$ cat src/rtl/iob_cache_lfb_pkg.sv
// Shared types and helpers for the cache line-fill buffer.
package iob_cache_lfb_pkg;

  typedef enum logic [1:0] {
    IDLE   = 2'd0,
    REQ    = 2'd1,
    FILL   = 2'd2,
    COMMIT = 2'd3
  } lfb_state_t;

  // Full line width: one back-end beat times the number of beats per line.
  function automatic int lfb_line_w(input int be_data_w, input int data_w,
                                    input int word_offset_w);
    return be_data_w * (2 ** (word_offset_w - $clog2(be_data_w / data_w)));
  endfunction

  function automatic int lfb_max1(input int v);
    return (v > 1) ? v : 1;
  endfunction

endpackage

$ cat src/rtl/iob_cache_line_fill_buffer_if.sv
// Miss request, read-channel and line-write signals of the line-fill buffer.
interface iob_cache_line_fill_buffer_if #(
  parameter int ADDR_W        = 32,
  parameter int DATA_W        = 32,
  parameter int BE_DATA_W     = 32,
  parameter int WORD_OFFSET_W = 3
);
  import iob_cache_lfb_pkg::*;

  localparam int BE_NBYTES_W = $clog2(BE_DATA_W / 8);
  localparam int LINE2BE_W   = WORD_OFFSET_W - $clog2(BE_DATA_W / DATA_W);
  localparam int LINE_W      = lfb_line_w(BE_DATA_W, DATA_W, WORD_OFFSET_W);
  localparam int MISS_ADDR_W = ADDR_W - $clog2(DATA_W / 8);
  localparam int LINE_ADDR_W = ADDR_W - (BE_NBYTES_W + LINE2BE_W);
  localparam int IDX_W       = lfb_max1(LINE2BE_W);

  logic                   miss_valid_i;
  logic [MISS_ADDR_W-1:0] miss_addr_i;
  logic                   miss_ready_o;
  logic                   replace_valid_o;
  logic [LINE_ADDR_W-1:0] replace_addr_o;
  logic                   replace_i;
  logic                   read_valid_i;
  logic [IDX_W-1:0]       read_addr_i;
  logic [BE_DATA_W-1:0]   read_rdata_i;
  logic                   line_we_o;
  logic [LINE_ADDR_W-1:0] line_addr_o;
  logic [LINE_W-1:0]      line_wdata_o;
  logic                   crit_valid_o;
  logic [DATA_W-1:0]      crit_rdata_o;
  logic                   fill_err_o;

  modport slave (
    input  miss_valid_i, miss_addr_i, replace_i, read_valid_i, read_addr_i, read_rdata_i,
    output miss_ready_o, replace_valid_o, replace_addr_o, line_we_o, line_addr_o,
           line_wdata_o, crit_valid_o, crit_rdata_o, fill_err_o
  );

  modport master (
    output miss_valid_i, miss_addr_i, replace_i, read_valid_i, read_addr_i, read_rdata_i,
    input  miss_ready_o, replace_valid_o, replace_addr_o, line_we_o, line_addr_o,
           line_wdata_o, crit_valid_o, crit_rdata_o, fill_err_o
  );

endinterface

$ cat src/rtl/iob_cache_lfb_word_sel.sv
// Extracts one DATA_W word from a beat or a full line given its word offset.
module iob_cache_lfb_word_sel #(
  parameter int IN_W   = 64,
  parameter int DATA_W = 32,
  parameter int OFF_W  = 3
) (
  input  logic [IN_W-1:0]   data_i,
  input  logic [OFF_W-1:0]  off_i,
  output logic [DATA_W-1:0] word_o
);

  always_comb begin
    word_o = DATA_W'(data_i >> (int'(off_i) * DATA_W));
  end

endmodule

$ cat src/rtl/iob_cache_line_fill_buffer.sv
// Line-fill buffer: requests a line, assembles beats, commits it in one write.
// IOB_CACHE_LFB_CRIT_WORD_EN returns the missed word as soon as its beat lands.
module iob_cache_line_fill_buffer
  import iob_cache_lfb_pkg::*;
#(
  parameter int ADDR_W        = 32,
  parameter int DATA_W        = 32,
  parameter int BE_DATA_W     = 32,
  parameter int WORD_OFFSET_W = 3
) (
  input logic                   clk_i,
  input logic                   reset_n_i,
  iob_cache_line_fill_buffer_if.slave bus
);

  localparam int RATIO_W     = $clog2(BE_DATA_W / DATA_W);
  localparam int LINE2BE_W   = WORD_OFFSET_W - RATIO_W;
  localparam int NBEATS      = 2 ** LINE2BE_W;
  localparam int LINE_W      = lfb_line_w(BE_DATA_W, DATA_W, WORD_OFFSET_W);
  localparam int MISS_ADDR_W = ADDR_W - $clog2(DATA_W / 8);
  localparam int IDX_W       = lfb_max1(LINE2BE_W);
  localparam logic [WORD_OFFSET_W-1:0] LO_MASK = WORD_OFFSET_W'((1 << RATIO_W) - 1);

  lfb_state_t state, state_nxt;

  logic [MISS_ADDR_W-1:0]   miss_addr_q;
  logic [NBEATS-1:0]        mask_q;
  logic [BE_DATA_W-1:0]     beat_q [NBEATS];
  logic [LINE_W-1:0]        line_data;
  logic [WORD_OFFSET_W-1:0] word_off;
  logic [IDX_W-1:0]         crit_beat;
  logic [IDX_W-1:0]         beat_idx;
  logic                     beat_wr;
  logic                     miss_ready;
  logic                     replace_valid;
  logic                     commit_ok;
  logic                     commit_err;
  logic                     crit_valid;
  logic [DATA_W-1:0]        crit_rdata;

  assign word_off  = miss_addr_q[WORD_OFFSET_W-1:0];
  assign crit_beat = IDX_W'(word_off >> RATIO_W);
  assign beat_idx  = (LINE2BE_W == 0) ? '0 : bus.read_addr_i;
  assign beat_wr   = (state == FILL) && bus.read_valid_i;

  always_ff @(posedge clk_i) begin
    if (!reset_n_i) state <= IDLE;
    else            state <= state_nxt;
  end

  always_comb begin
    state_nxt     = state;
    miss_ready    = 1'b0;
    replace_valid = 1'b0;
    commit_ok     = 1'b0;
    commit_err    = 1'b0;
    unique case (state)
      IDLE: begin
        miss_ready = 1'b1;
        if (bus.miss_valid_i) state_nxt = REQ;
      end
      REQ: begin
        replace_valid = 1'b1;
        if (bus.replace_i) state_nxt = FILL;
      end
      FILL: begin
        if (!bus.replace_i) state_nxt = COMMIT;
      end
      COMMIT: begin
        commit_ok  = &mask_q;
        commit_err = ~(&mask_q);
        state_nxt  = IDLE;
      end
      default: state_nxt = IDLE;
    endcase
  end

  always_ff @(posedge clk_i) begin
    if (!reset_n_i) begin
      miss_addr_q <= '0;
      mask_q      <= '0;
    end else begin
      if ((state == IDLE) && bus.miss_valid_i) begin
        miss_addr_q <= bus.miss_addr_i;
        mask_q      <= '0;
      end
      if (beat_wr) mask_q[beat_idx] <= 1'b1;
    end
  end

  // Beat storage carries no reset; the mask alone decides whether it is usable.
  always_ff @(posedge clk_i) begin
    if (beat_wr) beat_q[beat_idx] <= bus.read_rdata_i;
  end

  always_comb begin
    line_data = '0;
    for (int unsigned k = 0; k < NBEATS; k++) begin
      line_data[k*BE_DATA_W +: BE_DATA_W] = beat_q[k];
    end
  end

`ifdef IOB_CACHE_LFB_CRIT_WORD_EN
  logic [DATA_W-1:0] beat_word;
  logic              crit_seen_q;
  logic              crit_valid_q;
  logic [DATA_W-1:0] crit_data_q;

  iob_cache_lfb_word_sel #(
    .IN_W   (BE_DATA_W),
    .DATA_W (DATA_W),
    .OFF_W  (WORD_OFFSET_W)
  ) u_word_sel (
    .data_i (bus.read_rdata_i),
    .off_i  (word_off & LO_MASK),
    .word_o (beat_word)
  );

  // crit_seen_q suppresses a second pulse when the critical beat is retried.
  always_ff @(posedge clk_i) begin
    if (!reset_n_i) begin
      crit_seen_q  <= 1'b0;
      crit_valid_q <= 1'b0;
      crit_data_q  <= '0;
    end else begin
      crit_valid_q <= 1'b0;
      if (state == IDLE) crit_seen_q <= 1'b0;
      if (beat_wr && (beat_idx == crit_beat) && !crit_seen_q) begin
        crit_seen_q  <= 1'b1;
        crit_valid_q <= 1'b1;
        crit_data_q  <= beat_word;
      end
    end
  end

  assign crit_valid = crit_valid_q;
  assign crit_rdata = crit_data_q;
`else
  logic [DATA_W-1:0] line_word;

  iob_cache_lfb_word_sel #(
    .IN_W   (LINE_W),
    .DATA_W (DATA_W),
    .OFF_W  (WORD_OFFSET_W)
  ) u_word_sel (
    .data_i (line_data),
    .off_i  (word_off),
    .word_o (line_word)
  );

  assign crit_valid = commit_ok;
  assign crit_rdata = commit_ok ? line_word : '0;
`endif

  assign bus.miss_ready_o    = miss_ready;
  assign bus.replace_valid_o = replace_valid;
  assign bus.replace_addr_o  = miss_addr_q[MISS_ADDR_W-1:WORD_OFFSET_W];
  assign bus.line_we_o       = commit_ok;
  assign bus.line_addr_o     = miss_addr_q[MISS_ADDR_W-1:WORD_OFFSET_W];
  assign bus.line_wdata_o    = commit_ok ? line_data : '0;
  assign bus.fill_err_o      = commit_err;
  assign bus.crit_valid_o    = crit_valid;
  assign bus.crit_rdata_o    = crit_rdata;

endmodule

$ cat src/flat_wrapper.sv
// flat-port wrapper written by rule: the top's interface ports become plain ports
module iob_cache_line_fill_buffer_flat import iob_cache_lfb_pkg::*;
#(
  parameter int ADDR_W        = 32,
  parameter int DATA_W        = 32,
  parameter int BE_DATA_W     = 32,
  parameter int WORD_OFFSET_W = 3
)
  (clk_i, reset_n_i, bus_miss_valid_i, bus_miss_addr_i, bus_replace_i, bus_read_valid_i, bus_read_addr_i, bus_read_rdata_i, bus_miss_ready_o, bus_replace_valid_o, bus_replace_addr_o, bus_line_we_o, bus_line_addr_o, bus_line_wdata_o, bus_crit_valid_o, bus_crit_rdata_o, bus_fill_err_o);
  iob_cache_line_fill_buffer_if #(.ADDR_W(ADDR_W), .DATA_W(DATA_W), .BE_DATA_W(BE_DATA_W), .WORD_OFFSET_W(WORD_OFFSET_W)) bus_i ();
  input logic clk_i;
  input logic reset_n_i;
  input wire logic [$bits(bus_i.miss_valid_i)-1:0] bus_miss_valid_i;
  input wire logic [$bits(bus_i.miss_addr_i)-1:0] bus_miss_addr_i;
  input wire logic [$bits(bus_i.replace_i)-1:0] bus_replace_i;
  input wire logic [$bits(bus_i.read_valid_i)-1:0] bus_read_valid_i;
  input wire logic [$bits(bus_i.read_addr_i)-1:0] bus_read_addr_i;
  input wire logic [$bits(bus_i.read_rdata_i)-1:0] bus_read_rdata_i;
  output wire logic [$bits(bus_i.miss_ready_o)-1:0] bus_miss_ready_o;
  output wire logic [$bits(bus_i.replace_valid_o)-1:0] bus_replace_valid_o;
  output wire logic [$bits(bus_i.replace_addr_o)-1:0] bus_replace_addr_o;
  output wire logic [$bits(bus_i.line_we_o)-1:0] bus_line_we_o;
  output wire logic [$bits(bus_i.line_addr_o)-1:0] bus_line_addr_o;
  output wire logic [$bits(bus_i.line_wdata_o)-1:0] bus_line_wdata_o;
  output wire logic [$bits(bus_i.crit_valid_o)-1:0] bus_crit_valid_o;
  output wire logic [$bits(bus_i.crit_rdata_o)-1:0] bus_crit_rdata_o;
  output wire logic [$bits(bus_i.fill_err_o)-1:0] bus_fill_err_o;
  assign bus_i.miss_valid_i = bus_miss_valid_i;
  assign bus_i.miss_addr_i = bus_miss_addr_i;
  assign bus_i.replace_i = bus_replace_i;
  assign bus_i.read_valid_i = bus_read_valid_i;
  assign bus_i.read_addr_i = bus_read_addr_i;
  assign bus_i.read_rdata_i = bus_read_rdata_i;
  assign bus_miss_ready_o = bus_i.miss_ready_o;
  assign bus_replace_valid_o = bus_i.replace_valid_o;
  assign bus_replace_addr_o = bus_i.replace_addr_o;
  assign bus_line_we_o = bus_i.line_we_o;
  assign bus_line_addr_o = bus_i.line_addr_o;
  assign bus_line_wdata_o = bus_i.line_wdata_o;
  assign bus_crit_valid_o = bus_i.crit_valid_o;
  assign bus_crit_rdata_o = bus_i.crit_rdata_o;
  assign bus_fill_err_o = bus_i.fill_err_o;
  iob_cache_line_fill_buffer #(.ADDR_W(ADDR_W), .DATA_W(DATA_W), .BE_DATA_W(BE_DATA_W), .WORD_OFFSET_W(WORD_OFFSET_W)) u_core (.clk_i(clk_i), .reset_n_i(reset_n_i), .bus(bus_i));
endmodule
$ cat config.mk
export PLATFORM = sky130hd
export DESIGN_NAME = iob_cache_line_fill_buffer_flat
export DESIGN_NICKNAME = d
export VERILOG_FILES = /design/src/rtl/iob_cache_lfb_pkg.sv /design/src/rtl/iob_cache_line_fill_buffer_if.sv /design/src/rtl/iob_cache_lfb_word_sel.sv /design/src/rtl/iob_cache_line_fill_buffer.sv /design/src/flat_wrapper.sv
export SDC_FILE = /design/constraint.sdc
export NUM_CORES = 1
export LEC_CHECK = 0
export CORE_MARGIN = 1.5
export CORE_UTILIZATION = 43
export DETAILED_ROUTE_END_ITERATION = 16
export PLACE_DENSITY = 0.82
export REMOVE_ABC_BUFFERS = 1
export SLEW_MARGIN = 10
export SYNTH_ARGS = -nofsm -noshare
export SYNTH_HDL_FRONTEND = slang
export SYNTH_SLANG_ARGS = --single-unit
$ cat constraint.sdc
create_clock -name clk_i -period 2.77 [get_ports clk_i]
set_clock_uncertainty 0.1 [all_clocks]
set_input_delay 0.554 -clock clk_i [delete_from_list [all_inputs] [get_ports clk_i]]
set_output_delay 0.554 -clock clk_i [all_outputs]
set_load 0.01 [all_outputs]
# ---- Word-level counts from Yosys, hierarchy flattened
# Memories as Yosys holds them, arrays and structs flattened.
# Cells that the tools add are included.
dict set report op_classes {
  reduce_logical 6
  n_bitwise 2
  n_eq_ne 6
  muxes 17
  shifts 1
  magnitude_cmp 2
}
# op count
set op_table {}
lappend op_table {{2-to-1 mux 256 bit} 1}
lappend op_table {{right shift 256 x 8 -> 32 bit} 1}
lappend op_table {{2-to-1 mux 32 bit} 1}
lappend op_table {{2-to-1 mux 8 bit} 3}
lappend op_table {{bitwise OR 8 bit} 1}
lappend op_table {{one-hot mux 2 bit (4 select lines)} 1}
lappend op_table {{AND reduction 8 bit} 1}
lappend op_table {{2-to-1 mux 1 bit} 7}
lappend op_table {{2-to-1 mux 2 bit} 3}
lappend op_table {{!= test 2 bit, second input constant} 3}
lappend op_table {{== test 2 bit, second input constant} 2}
lappend op_table {{less-than comparator 3 x 4 -> 1 bit, second input constant} 1}
lappend op_table {{demux 1 bit (select 3 bit)} 1}
lappend op_table {{greater-or-equal comparator 3 x 1 -> 1 bit, second input constant} 1}
lappend op_table {{logical AND 1 bit} 3}
lappend op_table {{AND reduction 3 bit} 1}
lappend op_table {{== test 2 x 1 -> 1 bit, second input constant} 1}
lappend op_table {{zero test 2 bit} 1}
lappend op_table {{NOT 1 bit} 1}
dict set report word_totals {
  output_inout_bits 347
  n_memories 1
  inputBits 70
  wordCells 38
  register_bits 40
  ram_bits 256
}
# name depth word_bits read_ports rd_ports_with_merged_regs write_ports line_no
set mem_list {}
lappend mem_list {u_core.beat_q 8 32 8 0 1 iob_cache_line_fill_buffer.sv:28} ;# logic [BE_DATA_W-1:0] beat_q [NBEATS];

# ---- Longest topological paths before layout
dict set report logic_depth {
  word_depth 6
  depth_mapped 7
  depth_no_buf 5
}

# ---- Hierarchy
# A second synthesis with hierarchy kept.
dict set report unflattened {
  cells_unflattened 937
  area_unflattened_um2 13772.0
}
# module seq_area_each_um2 area_each_um2 cells_each instances
set by_module_without_submodules {}
lappend by_module_without_submodules {iob_cache_line_fill_buffer 8488.1 11698.7 823 1}
lappend by_module_without_submodules {iob_cache_lfb_word_sel 0.0 2073.2 114 1}

# ---- Worst setup path after synthesis
# Ideal clock, no wire load.
dict set report synth_timing {
  path_type {flip-flop to flip-flop}
  startpoint {reg u_core.state[0]}
  endpoint {mem u_core.beat_q[0][0] (enable)}
  n_path_buf 0
  path_stages_with_launch 5
  setup_slack_ns -0.156
  t_arrival_ns 2.403
  setup_ns 0.423
  cell_sequence {dfxtp_1 -> inv_1 -> ha_1 -> or3b_1 -> nor2_1}
}
dict set report synth_between {
  elab_chain_len 4
}
# item line_no
set synth_rtl {}
lappend synth_rtl {{start: declaration} iob_cache_line_fill_buffer.sv:24} ;# lfb_state_t state, state_nxt;
lappend synth_rtl {{start signal: assignment} iob_cache_line_fill_buffer.sv:48} ;# else state <= state_nxt;
lappend synth_rtl {{== test 2 bit} iob_cache_line_fill_buffer.sv:44} ;# assign beat_wr = (state == FILL) && bus.read_valid_i;
lappend synth_rtl {{logical AND 1 bit} iob_cache_line_fill_buffer.sv:44}
lappend synth_rtl {{2-to-1 mux 1 bit} iob_cache_line_fill_buffer.sv:93} ;# if (beat_wr) beat_q[beat_idx] <= bus.read_rdata_i;
lappend synth_rtl {{2-to-1 mux 1 bit (implied by the code)} iob_cache_line_fill_buffer.sv:93}
lappend synth_rtl {{end: declaration} iob_cache_line_fill_buffer.sv:28}
# Every way passes these cells.

# ---- Final worst setup path
dict set report layout_timing {
  startpoint {reg u_core.miss_addr_q[1]}
  endpoint {out bus_crit_rdata_o[3]}
}
dict set report layout_between {
  elab_chain_len 2
}
# item line_no
set layout_rtl {}
lappend layout_rtl {{start: declaration} iob_cache_line_fill_buffer.sv:26} ;# logic [MISS_ADDR_W-1:0] miss_addr_q;
lappend layout_rtl {{start signal: assignment} iob_cache_line_fill_buffer.sv:84} ;# miss_addr_q <= bus.miss_addr_i;
lappend layout_rtl {{right shift 256 x 8 -> 32 bit} iob_cache_lfb_word_sel.sv:13} ;# word_o = DATA_W'(data_i >> (int'(off_i) * DATA_W));
lappend layout_rtl {{2-to-1 mux 32 bit} iob_cache_line_fill_buffer.sv:152} ;# assign crit_rdata = commit_ok ? line_word : '0;
lappend layout_rtl {{end: declaration} flat_wrapper.sv:26} ;# output wire logic [$bits(bus_i.crit_rdata_o)-1:0] bus_crit_rdata_o;
# Every way passes these cells.

==> run summary <==
The run finished, with violations left. The checks that failed: negative setup slack. The run gives 1 as the number of antenna violations at the first check in global routing. For this design the top-level I/O count stands at 417. The tree is rooted in a sky130_fd_sc_hd__clkbuf_16. For this configuration, the core starts out at a cell density of 43.83%. The clock network is responsible for 36.7% of the overall power. The first-iteration detailed-routing DRC count is 858. Dividing the detail-routed via count by the number of cells gives 5.332. The number of iterations in the first detailed-routing pass came out at 4. By instance count, the cell type seen most on the critical path is sky130_fd_sc_hd__buf_6.

Summed over all cells, the static leakage comes to 0.008920 uW. The number of routed nets with antenna violations was 0; the mux contribution to synthesized area was 13.21%. The tool flagged a number of max-cap violations equal to 0. The power per unit of standard cell area came out at 586.9 nW/um^2. The first global-routing pass estimated 59.93 mm of wire.

For the worst setup path, the data arrival time is 2.26 ns. For the number of placement rows, the log shows 64. The overall routed net length is 43.44 mm, and the count of flip-flops with a built-in enable after synthesis is 256. Of the total synthesized cell area, the portion taken by AND, OR, NAND and NOR gates is 15.77%. The count of endpoints failing setup in the final report came out at 88. For this run, design rule violations remaining after detail routing come to 0. Hold is met by 0.3681 ns. After legalization and detailed placement, the total HPWL measured 25.98 mm. After synthesis, the largest family of logic cells by area is simple AND/OR/NAND/NOR gates. The path class of the tightest hold or removal check is flop to flop.

The number of buffers on the longest clock path is 3, and the number of nets in the final layout is 1493. The number of standard cells after synthesis is 939, and the compound-gate portion of the synthesized area is 1.741%. The run gives 2933 uW as the net switching power of the design. At the end of routability-driven placement, the weighted congestion stood at 0.8229. The final count of pins violating max slew is 0.

STA puts the critical path data required time at 2.12 ns. The clock transition at the register clock pins on the worst setup and hold paths after CTS works out to 0.07 ns. In the layout the commonest cells are sky130_fd_sc_hd__edfxtp_1 (256), sky130_fd_sc_hd__and2_1 (185), sky130_fd_sc_hd__clkdlybuf4s50_1 (126), sky130_fd_sc_hd__buf_6 (110), sky130_fd_sc_hd__clkbuf_2 (77). The number of failing hold endpoints at the final stage was 0.

Setup repair after global routing could not meet its margin everywhere. Slowest stage cell on the critical path: sky130_fd_sc_hd__mux4_2. The cell-internal power was 8928 uW; the worst setup slack after layout was -0.1435 ns. The tightest slew margin relative to the limit is 56.33%. From bottom edge to top edge, the die measures 179.8 um.

The most used flip-flop cell after synthesis is sky130_fd_sc_hd__edfxtp_1. The Yosys step of the flow raised 0 warnings. Setup slack on the worst reg-to-reg path comes out at 0.53 ns.

The width of the die is 179.8 um. The worst setup path is captured at an output pin. The layout-stage area growth over the synthesis result was 50.37%.

The delay contributed by the slowest stage of the critical path is 0.48 ns, and the final period demand of the worst path is 2.914 ns. Leaving out fill and tap cells, the most frequent cell in the layout is sky130_fd_sc_hd__edfxtp_1. The logic depth of the worst setup path including buffers came out at 8. The tools report the number of buffers created by CTS as 31. In this run, the combinational gates consume 19.8% of the power. The tools report the top achievable clock speed as 343.2 MHz. Via count of the first global-routing pass: 9912. The worst setup path category was flop to output pin.

Of the total power, the share spent switching nets is 24.73%. Buffers placed on the I/O ports in this run total 416. The signal on the critical path passes through buf_12 -> buf_16 -> buf_6 -> buf_6 -> mux4_2 -> mux2i_1 -> nor2_1 -> buf_2. The tools report the via total after detailed routing as 9811. The startpoint identified for the worst register-to-register timing path is u_core.state[0]$_SDFFE_PN0P_. Summing the sequential cell areas from Yosys gives 63.15% of the chip area. The routed length per placed instance was 23.61 um; the total number of H-tree levels was 1. STA classifies the critical path startpoint as a flop. For this run the aggregate overflow at the end of global routing stands at 0. The floorplan step defined a die boundary enclosing 32330 um^2. Sequential cells burn 43.5% of the power. The number of cells on the worst reg-to-reg path is 6.

The netlist uses 32 different library cells. Post-synthesis average cell area: 14.31 um^2. In the final layout, the share of cells above drive strength 1 is 40.33%. Of the total synthesized cell area, the portion taken by full adders, half adders and majority gates is 0.3723%. For the pin with the worst max-slew slack, the measured transition is 0.6541 ns. Together, buffers and inverters on the worst path number 5.

TritonCTS built the clock tree. The startpoint identified for the worst hold timing path is u_core.mask_q[2]$_SDFF_PN0_. The run gives 24.30% as the total global-route track usage.

The largest fanout on the critical path works out to 5. The endpoint of the worst-slack reg-to-reg timing path was u_core.beat_q[4][7]$_DFFE_PP_. The logs give 296 for the count of clock tree sinks and 30670 um^2 for the core area. The worst hold path terminates at u_core.mask_q[2]$_SDFF_PN0_. Entering global routing, the biggest net connects 47 pins. The cell area that synthesis handed to floorplanning was 13440 um^2. Setup total negative slack on the finished layout was measured at -5.149 ns. For this run, asynchronously set or reset flops after synthesis account for 0%. For the highest ir drop seen on vdd, the log shows 0.6493 mV. The synthesis-stage register bit count is 296. The cell depth of the worst min-delay path was 2; the portion of the clock cycle consumed by the worst path in the final layout was 105.2%. Summing the areas of all xor and xnor instances in the mapped netlist gives 0% of the synthesized area. Before CTS, the worst setup slack after placement is 0.05916 ns. The cell family contributing the most delay on the critical path is buffers and inverters. The clock reaches the later pin of the worst-skew pair after 0.54 ns.
==> Yosys cell counts, drive strengths merged, types with 2 or more instances <==
library cell  instances  area, um^2
a21oi                34       170.2
a2bb2oi               3       26.28
and2                260        1627
and4                  2       17.52
buf                 102       706.9
clkbuf               12       45.04
dfxtp                40       800.8
edfxtp              256        7687
ha                    4       50.05
inv                   6       22.52
mux2i                33       330.3
mux4                 64        1445
nand2                65       244.0
nand2b                2       12.51
nand3                 3       20.02
nor2                 41       153.9
nor3                  2       10.01
o21a                  3       22.52
or3                   2       12.51
==> worst max path at each step <==
stage	startpoint	endpoint	slack (ns)
global placement	u_core.miss_addr_q[1]$_SDFFE_PN0P_	bus_crit_rdata_o[5]	0.10
finish	u_core.miss_addr_q[1]$_SDFFE_PN0P_	bus_crit_rdata_o[3]	-0.14
floorplan	u_core.miss_addr_q[1]$_SDFFE_PN0P_	bus_crit_rdata_o[1]	-1.50
global route	u_core.miss_addr_q[1]$_SDFFE_PN0P_	bus_crit_rdata_o[27]	-0.25
detailed placement	u_core.miss_addr_q[1]$_SDFFE_PN0P_	bus_crit_rdata_o[22]	0.06
CTS	u_core.mask_q[2]$_SDFF_PN0_	bus_line_wdata_o[191]	-0.30
==> per-layer routing <==
layer | GRT usage, % | vias up | share of wire, %
li1 | - | 4269 | -
met1 | 28.67 | 4953 | 38
met2 | 44.63 | 513 | 52
met3 | 4.437 | 76 | 7.0
met4 | 7.700 | 0 | 2.6
met5 | 0 | - | 0
==> timing repair <==
action	CTS	global route
pin swaps	6	44
endpoints found under the setup margin	290	285
setup buffers	44	41
hold buffers	0	0
resized for setup	446	689
cloned	8	18
==> power groups by stage <==
stage	Sequential (uW)	Clock [uW]	Combinational, uW
2_1_floorplan	5430	0	826
5_1_grt	5170	4570	2500
3_5_place_dp	5230	0	1910
6_report	5160	4360	2350
4_1_cts	5150	4340	2320
3_3_place_gp	5230	0	1880
==> layout make-up <==
type / count / area (um^2)
antenna: 1 / 2.502
clock buffer: 33 / 783.3
clock inverter: 24 / 286.5
fill: 2104 / 10460
inverter: 6 / 35.03
multi-input combinational: 523 / 4469
sequential: 296 / 8504
tap: 396 / 495.5
timing repair buffer: 558 / 5602
timing repair inverter: 3 / 33.78
==> worst reg2reg max path, stage by stage, from the launching register on <==
cell	delay (ns)
sky130_fd_sc_hd__dfxtp_1	0.32
sky130_fd_sc_hd__buf_4	0.14
sky130_fd_sc_hd__inv_1	0.08
sky130_fd_sc_hd__ha_1	0.27
sky130_fd_sc_hd__or3b_1	0.49
sky130_fd_sc_hd__nor2_4	0.18
sky130_fd_sc_hd__buf_4	0.32
==> flip-flops by register name, summed over array words and instances, names as in the netlist <==
| signal | flops |
|---|---|
| u_core.mask_q | 8 |
| u_core.state | 2 |
| u_core.beat_q | 256 |
| u_core.miss_addr_q | 30 |
==> cells by family (layout without fill, tap and decap cells) <==
group / Yosys count / in the layout
AO/OA/AOI/OAI: 42 / 42
adder cells (fa/ha/maj): 4 / 4
buffers and inverters: 120 / 624
flip-flops: 296 / 296
multiplexers: 97 / 97
other: 0 / 1
AND/OR/NAND/NOR: 380 / 380
==> through the flow <==
step / power [uW] / area [um^2] / util, % / cells
final: 11860 / 20210 / 65.90 / 1840
after global placement: 7109 / 17910 / 58.38 / 1680
after global routing: 12230 / 20210 / 65.90 / 1840
after CTS: 11810 / 19490 / 63.54 / 1787
after detailed placement: 7147 / 17910 / 58.38 / 1680
after floorplan: 6255 / 12690 / - / 825
Power figures use the tool's default switching activity.
